[src/rtl/prime_sieve_sequencer_if.sv]
// Bus between prime_sieve_sequencer (master) and prime_number_core (slave):
// launch strobe/write, limit and read address out; is-prime bit, ack and stall back.
interface prime_sieve_sequencer_if #(
  parameter int PRIME_BITS = 20
);
  logic                  core_stb_o;
  logic                  core_we_o;
  logic [PRIME_BITS-1:0] core_dat_o;
  logic [PRIME_BITS-1:0] core_address_o;
  logic                  core_dat_i;
  logic                  core_ack_i;
  logic                  core_stall_i;

  modport master (
    output core_stb_o,
    output core_we_o,
    output core_dat_o,
    output core_address_o,
    input  core_dat_i,
    input  core_ack_i,
    input  core_stall_i
  );

  modport slave (
    input  core_stb_o,
    input  core_we_o,
    input  core_dat_o,
    input  core_address_o,
    output core_dat_i,
    output core_ack_i,
    output core_stall_i
  );
endinterface

[src/rtl/prime_sieve_sequencer.sv]
// Benchmark sequencer: repeats prime_number_core sieve runs until a cycle budget is spent.
// Define PRIME_SIEVE_SEQUENCER_VERIFY_EN to add the read-back scan that counts primes <= limit.
module prime_sieve_sequencer #(
  parameter int PRIME_BITS = 20,
  parameter int CYCLE_BITS = 32,
  parameter int PASS_BITS  = 16
) (
  input  logic                    clk_i,
  input  logic                    rst_ni,
  input  logic                    start_i,
  input  logic [PRIME_BITS-1:0]   limit_i,
  input  logic [CYCLE_BITS-1:0]   duration_i,
  output logic                    busy_o,
  output logic                    done_o,
  output logic [PASS_BITS-1:0]    passes_o,
  output logic [CYCLE_BITS-1:0]   cycles_o,
  output logic [PRIME_BITS-1:0]   count_o,
  prime_sieve_sequencer_if.master core
);

`ifdef PRIME_SIEVE_SEQUENCER_VERIFY_EN
  typedef enum logic [2:0] {
    IDLE, LAUNCH, WAIT_ACK, WAIT_RUN, SCAN_ADDR, SCAN_SAMPLE, FINISH
  } state_t;
`else
  typedef enum logic [2:0] {
    IDLE, LAUNCH, WAIT_ACK, WAIT_RUN, FINISH
  } state_t;
`endif

  state_t                state_q;
  logic [CYCLE_BITS-1:0] duration_q;
  logic [CYCLE_BITS-1:0] elapsed_q;
  logic [CYCLE_BITS-1:0] elapsed_nx;

  function automatic logic [CYCLE_BITS-1:0] sat_inc_cycles(input logic [CYCLE_BITS-1:0] v);
    return (&v) ? v : v + CYCLE_BITS'(1);
  endfunction

  function automatic logic [PASS_BITS-1:0] sat_inc_passes(input logic [PASS_BITS-1:0] v);
    return (&v) ? v : v + PASS_BITS'(1);
  endfunction

  // Includes the current cycle, so a completion cycle is counted in cycles_o.
  assign elapsed_nx = sat_inc_cycles(elapsed_q);

`ifndef PRIME_SIEVE_SEQUENCER_VERIFY_EN
  logic unused_dat;
  assign unused_dat          = core.core_dat_i;
  assign count_o             = '0;
  assign core.core_address_o = '0;
`endif

  // core_dat_o doubles as the captured limit; it only changes on an accepted start.
  always_ff @(posedge clk_i or negedge rst_ni) begin
    if (!rst_ni) begin
      state_q         <= IDLE;
      duration_q      <= '0;
      elapsed_q       <= '0;
      busy_o          <= 1'b0;
      done_o          <= 1'b0;
      passes_o        <= '0;
      cycles_o        <= '0;
      core.core_stb_o <= 1'b0;
      core.core_we_o  <= 1'b0;
      core.core_dat_o <= '0;
`ifdef PRIME_SIEVE_SEQUENCER_VERIFY_EN
      count_o             <= '0;
      core.core_address_o <= '0;
`endif
    end else begin
      done_o <= 1'b0;
      unique case (state_q)
        IDLE: begin
          if (start_i) begin
            duration_q      <= duration_i;
            elapsed_q       <= '0;
            passes_o        <= '0;
            cycles_o        <= '0;
            busy_o          <= 1'b1;
            core.core_stb_o <= 1'b1;
            core.core_we_o  <= 1'b1;
            core.core_dat_o <= limit_i;
`ifdef PRIME_SIEVE_SEQUENCER_VERIFY_EN
            count_o             <= '0;
            core.core_address_o <= '0;
`endif
            state_q <= LAUNCH;
          end
        end

        LAUNCH: begin
          elapsed_q <= elapsed_nx;
          // A core still busy from before our reset simply delays acceptance.
          if (!core.core_stall_i) begin
            core.core_stb_o <= 1'b0;
            core.core_we_o  <= 1'b0;
            state_q         <= WAIT_ACK;
          end
        end

        WAIT_ACK: begin
          elapsed_q <= elapsed_nx;
          if (core.core_ack_i && core.core_stall_i) begin
            state_q <= WAIT_RUN;
          end
        end

        WAIT_RUN: begin
          elapsed_q <= elapsed_nx;
          if (!core.core_stall_i) begin
            passes_o <= sat_inc_passes(passes_o);
            cycles_o <= elapsed_nx;
            if (elapsed_nx >= duration_q) begin
`ifdef PRIME_SIEVE_SEQUENCER_VERIFY_EN
              core.core_address_o <= '0;
              core.core_stb_o     <= 1'b1;
              core.core_we_o      <= 1'b0;
              state_q             <= SCAN_ADDR;
`else
              busy_o  <= 1'b0;
              done_o  <= 1'b1;
              state_q <= FINISH;
`endif
            end else begin
              core.core_stb_o <= 1'b1;
              core.core_we_o  <= 1'b1;
              state_q         <= LAUNCH;
            end
          end
        end

`ifdef PRIME_SIEVE_SEQUENCER_VERIFY_EN
        SCAN_ADDR: begin
          core.core_stb_o <= 1'b0;
          state_q         <= SCAN_SAMPLE;
        end

        // Address stays put here: the core's read data is registered.
        SCAN_SAMPLE: begin
          if (core.core_dat_i) begin
            count_o <= count_o + PRIME_BITS'(1);
          end
          if (core.core_address_o == core.core_dat_o) begin
            busy_o  <= 1'b0;
            done_o  <= 1'b1;
            state_q <= FINISH;
          end else begin
            core.core_address_o <= core.core_address_o + PRIME_BITS'(1);
            core.core_stb_o     <= 1'b1;
            state_q             <= SCAN_ADDR;
          end
        end
`endif

        FINISH: begin
          state_q <= IDLE;
        end

        default: begin
          state_q <= IDLE;
        end
      endcase
    end
  end

endmodule

[src/flat_wrapper.sv]
// flat-port wrapper written by rule: the top's interface ports become plain ports
module prime_sieve_sequencer_flat 
#(
  parameter int PRIME_BITS = 20,
  parameter int CYCLE_BITS = 32,
  parameter int PASS_BITS  = 16
)
  (clk_i, rst_ni, start_i, limit_i, duration_i, busy_o, done_o, passes_o, cycles_o, count_o, core_core_stb_o, core_core_we_o, core_core_dat_o, core_core_address_o, core_core_dat_i, core_core_ack_i, core_core_stall_i);
  prime_sieve_sequencer_if #(.PRIME_BITS(PRIME_BITS)) core_i ();
  input  logic clk_i;
  input  logic rst_ni;
  input  logic start_i;
  input  logic [PRIME_BITS-1:0] limit_i;
  input  logic [CYCLE_BITS-1:0] duration_i;
  output logic busy_o;
  output logic done_o;
  output logic [PASS_BITS-1:0] passes_o;
  output logic [CYCLE_BITS-1:0] cycles_o;
  output logic [PRIME_BITS-1:0] count_o;
  output wire logic [$bits(core_i.core_stb_o)-1:0] core_core_stb_o;
  output wire logic [$bits(core_i.core_we_o)-1:0] core_core_we_o;
  output wire logic [$bits(core_i.core_dat_o)-1:0] core_core_dat_o;
  output wire logic [$bits(core_i.core_address_o)-1:0] core_core_address_o;
  input wire logic [$bits(core_i.core_dat_i)-1:0] core_core_dat_i;
  input wire logic [$bits(core_i.core_ack_i)-1:0] core_core_ack_i;
  input wire logic [$bits(core_i.core_stall_i)-1:0] core_core_stall_i;
  assign core_core_stb_o = core_i.core_stb_o;
  assign core_core_we_o = core_i.core_we_o;
  assign core_core_dat_o = core_i.core_dat_o;
  assign core_core_address_o = core_i.core_address_o;
  assign core_i.core_dat_i = core_core_dat_i;
  assign core_i.core_ack_i = core_core_ack_i;
  assign core_i.core_stall_i = core_core_stall_i;
  prime_sieve_sequencer #(.PRIME_BITS(PRIME_BITS), .CYCLE_BITS(CYCLE_BITS), .PASS_BITS(PASS_BITS)) u_core (.clk_i(clk_i), .rst_ni(rst_ni), .start_i(start_i), .limit_i(limit_i), .duration_i(duration_i), .busy_o(busy_o), .done_o(done_o), .passes_o(passes_o), .cycles_o(cycles_o), .count_o(count_o), .core(core_i));
endmodule
[config.mk]
export PLATFORM = sky130hd
export DESIGN_NAME = prime_sieve_sequencer_flat
export DESIGN_NICKNAME = d
export VERILOG_FILES = /design/src/rtl/prime_sieve_sequencer_if.sv /design/src/rtl/prime_sieve_sequencer.sv /design/src/flat_wrapper.sv
export SDC_FILE = /design/constraint.sdc
export NUM_CORES = 1
export LEC_CHECK = 0
export ABC_CLOCK_PERIOD_IN_PS = 5100
export CAP_MARGIN = 20
export CORE_MARGIN = 1.5
export CORE_UTILIZATION = 40
export CTS_BUF_LIST = sky130_fd_sc_hd__clkbuf_4 sky130_fd_sc_hd__clkbuf_8
export DETAILED_ROUTE_END_ITERATION = 12
export PLACE_DENSITY_LB_ADDON = 0.3
export SLEW_MARGIN = 40
export SYNTH_ARGS = -nofsm -noshare
export SYNTH_HDL_FRONTEND = slang
export SYNTH_SLANG_ARGS = --single-unit
[constraint.sdc]
create_clock -name clk_i -period 5.1 [get_ports clk_i]
set_clock_uncertainty 0.15 [all_clocks]
set_input_delay 0.51 -clock clk_i [delete_from_list [all_inputs] [get_ports clk_i]]
set_output_delay 0.51 -clock clk_i [all_outputs]
set_load 0.05 [all_outputs]
==> results.sh, run 1 <==
export IMPL_synth_compound_area_share=0.1672
export IMPL_postRouteAntennaNets=0
export IMPL_drv_cap=0
export IMPL_ys_async_sr_fraction=1.000
export IMPL_fmax_mhz=216.1
export IMPL_synth_warnings=0
export IMPL_viasPerCell=5.104
export IMPL_setup_viol=0
export IMPL_critPathCaptureType="flop"
export IMPL_via_count=5910
export IMPL_grt_setup_unrepaired="no"
export IMPL_cts_root_buf="clkbuf_8"
export IMPL_grt_max_degree=103
export IMPL_area_growth_pct=23.91
export IMPL_drt_iter0_drc=429
export IMPL_overflow=0
export IMPL_hold_viol=0
export IMPL_grt_pass1_wl_mm=29.06
export IMPL_die_x_um=139.3
export IMPL_grt_util_all_layers=0.1885
export IMPL_worstHoldPathType="reg2reg"
export IMPL_required_ns=5.25
export IMPL_synth_xor_area_share=0.05035
export IMPL_fin_nets=1011
export IMPL_ioPinCount=170
export IMPL_synthFlopType="dfrtp_1"
export IMPL_worst_pin_slew_ns=0.6707
export IMPL_status="finished with violations"
export IMPL_synthCells=799
export IMPL_synth_enable_flop_cells=0
export IMPL_ctsHoldBuffers=1
export IMPL_synth_seq_area_share=0.4648
export IMPL_numCtsBuffers=17
export IMPL_rows=49
export IMPL_cts_buffer_depth=2
export IMPL_start_kind="flop"
export IMPL_slew_headroom=0.5413
export IMPL_portBuffers=128
export IMPL_cts_resized=0
export IMPL_place_congestion=0.7904
export IMPL_clk_latency_ns=0.44
export IMPL_path_class="reg2reg"
export IMPL_violations="DRC"
export IMPL_nFillCells=1679
export IMPL_ff_latch_area_um2=3453
export IMPL_antennaDiodeCount=0
export IMPL_fin_crit_sh=0.9074
export IMPL_ys_types=63
export IMPL_wl_per_cell_um=15.48
export IMPL_antenna_found_initial=0
export IMPL_drv_slew=0
export IMPL_cts_sinks=138
export IMPL_syn_avg_cell_area_um2=9.299
export IMPL_layout_drive_gt1_share=0.06997
export IMPL_synthSimpleGateAreaFrac=0.1736
export IMPL_hp_start="u_core.core.core_dat_o[19]"
export IMPL_hold_slack_ns=0.3259
export IMPL_die_area_um2=19400
export IMPL_power_per_cell_area_nw_per_um2=497.5
export IMPL_drt_pass1_iter_count=9
export IMPL_synth_fa_ha_area_frac=0.05726
export IMPL_cp_startpoint="u_core.elapsed_q[0]"
export IMPL_clk_pin_slew_worst_paths_ns=0.08
export IMPL_ys_ff_latch=138
export IMPL_cts_tree="done"
export IMPL_post_cts_buffers=0
export IMPL_drc=17
export IMPL_synth_top_family_by_area="simple AND/OR/NAND/NOR gates"
export IMPL_setup_tns_ns=0
export IMPL_grt_pass1_vias=5571
export IMPL_die_h_um=139.3
export IMPL_synth_area_um2=7430
export IMPL_initial_core_util=0.4108
export IMPL_cellLeakagePower_nw=4.256
export IMPL_coreArea_um2=18090
export IMPL_multi_input_comb_area_um2=3508
export IMPL_crit_arrival_ns=4.78
export IMPL_synthMuxAreaShare=0.001516
export IMPL_routed_wl_mm=17.92
export IMPL_hpwl_mm=12.87
export IMPL_finalCriticalPeriod_ns=4.628
export IMPL_cp_max_fo=5
export IMPL_rr_startpoint="u_core.elapsed_q[0]"
export IMPL_htree_num_levels=4
export IMPL_vdd_ir_drop_worst_mv=0.2053
## cell families (layout without fill, tap and decap cells)
family	Yosys count	after routing
flip-flops	138	138
AO/OA/AOI/OAI	189	189
buffers and inverters	120	211
XOR/XNOR	41	41
multiplexers	1	1
other	1	40
AND/OR/NAND/NOR	275	275
adder cells (fa/ha/maj)	34	34
## area by class of cell
cell class | instances | share of cell area
Multi-Input combinational cell | 580 | 0.3811
Sequential cell | 138 | 0.3751
Timing Repair Buffer | 139 | 0.1547
Tap cell | 229 | 0.03112
Clock buffer | 21 | 0.03004
Inverter | 43 | 0.01753
Clock inverter | 8 | 0.01046
## path summary, 6_finish.rpt
check / endpoint / cells past startpoint / slack (ns)
setup / recovery: u_core.busy_o / 13 / 0.47
max in group asynchronous: u_core.elapsed_q[13] / 3 / 3.50
min in group asynchronous: u_core.core.core_dat_o[15] / 2 / 0.42
setup reg to reg: u_core.busy_o / 13 / 0.47
hold / removal: u_core.core.core_dat_o[19] / 2 / 0.33
hold reg to reg: u_core.core.core_dat_o[19] / 2 / 0.33
## registers in the layout (all words and copies together), names as in the netlist
signal	count
u_core.busy_o	1
u_core.core.core_stb_o	1
u_core.state_q	3
u_core.cycles_o	32
u_core.passes_o	16
u_core.done_o	1
u_core.duration_q	32
u_core.core.core_dat_o	20
u_core.elapsed_q	32
## stage by stage
stage               instances    util  power, mW  setup WS (ns)  cell area, um2
finish                   1158  0.5090      4.580         0.4721            9206
global route             1158  0.5090      4.897         0.3234            9206
CTS                      1157  0.5074      4.617         0.4520            9176
detailed placement       1127  0.4862      3.735         0.4828            8793
global placement         1126  0.4845      3.659         0.5337            8762
floorplan                 838       -      3.072          1.037            7576
## cells in the final DEF, fill, tap and decap left out, types with 8 or more instances in the layout
cell type	instances
nand2_1	140
dfrtp_1	138
clkdlybuf4s50_1	127
o21ai_0	75
inv_1	43
conb_1	40
ha_1	34
a21oi_1	31
nor2_1	31
a22o_1	29
xor2_1	21
nand3_1	20
clkbuf_8	19
xnor2_1	18
a31oi_1	13
nand4_1	12
nor3_1	10
and3_1	10
or3_1	9
o31ai_1	8
## cell usage after synthesis, drive strengths merged (4+ instances only)
library cell  instances  area share
nand2               141       0.071
dfrtp               138        0.46
o21ai                75       0.051
buf                  48       0.046
inv                  43       0.022
ha                   34       0.057
nor2                 34       0.017
a21oi                31       0.021
a22o                 31       0.037
clkbuf               27       0.014
xor2                 23       0.029
nand3                20       0.013
xnor2                18       0.021
a31oi                13       0.011
and3                 13       0.011
nand4                12       0.010
nor3                 10      0.0067
o31ai                 9       0.011
or3                   9      0.0076
nand2b                7      0.0059
a21o                  6      0.0062
and4                  6      0.0071
nor4                  6      0.0059
a211oi                5      0.0051
or4                   5      0.0054
and2                  4      0.0040
## worst max-delay path, stage by stage (launching register included)
cell     delay [ns]
dfrtp_1        0.43
ha_1           0.25
nand2_1        0.12
or4_2          0.78
o31ai_4        0.37
or4_2          0.21
xnor2_1        0.09
ha_1           0.29
nand4_1        0.16
or4_1          0.59
a221o_1        0.33
a311o_1        0.40
a31oi_1        0.22
o21ai_0        0.10
## report_power, final
group          switching (mW)  internal [mW]
sequential              0.178           1.40
combinational            1.43          0.696
clock                   0.414          0.461
total                    2.03           2.55
## routing by layer
layer | global-route usage | wire length (um) | share of wire | vias up
li1 | - | - | - | 2943
met1 | 0.2551 | 8329 | 0.46 | 2811
met2 | 0.3069 | 8555 | 0.48 | 141
met3 | 0.03957 | 846 | 0.047 | 15
met4 | 0.05095 | 192 | 0.011 | 0
met5 | 0 | 0 | 0 | -
Note: power is estimated with default switching activity, not from simulation.
==> inputs of run 2 (changes only) <==
SKIP_LAST_GASP = 1   (was unset)
==> results of run 2 <==
Same layout as run 1: the final DEF is identical, and so are final timing and power.
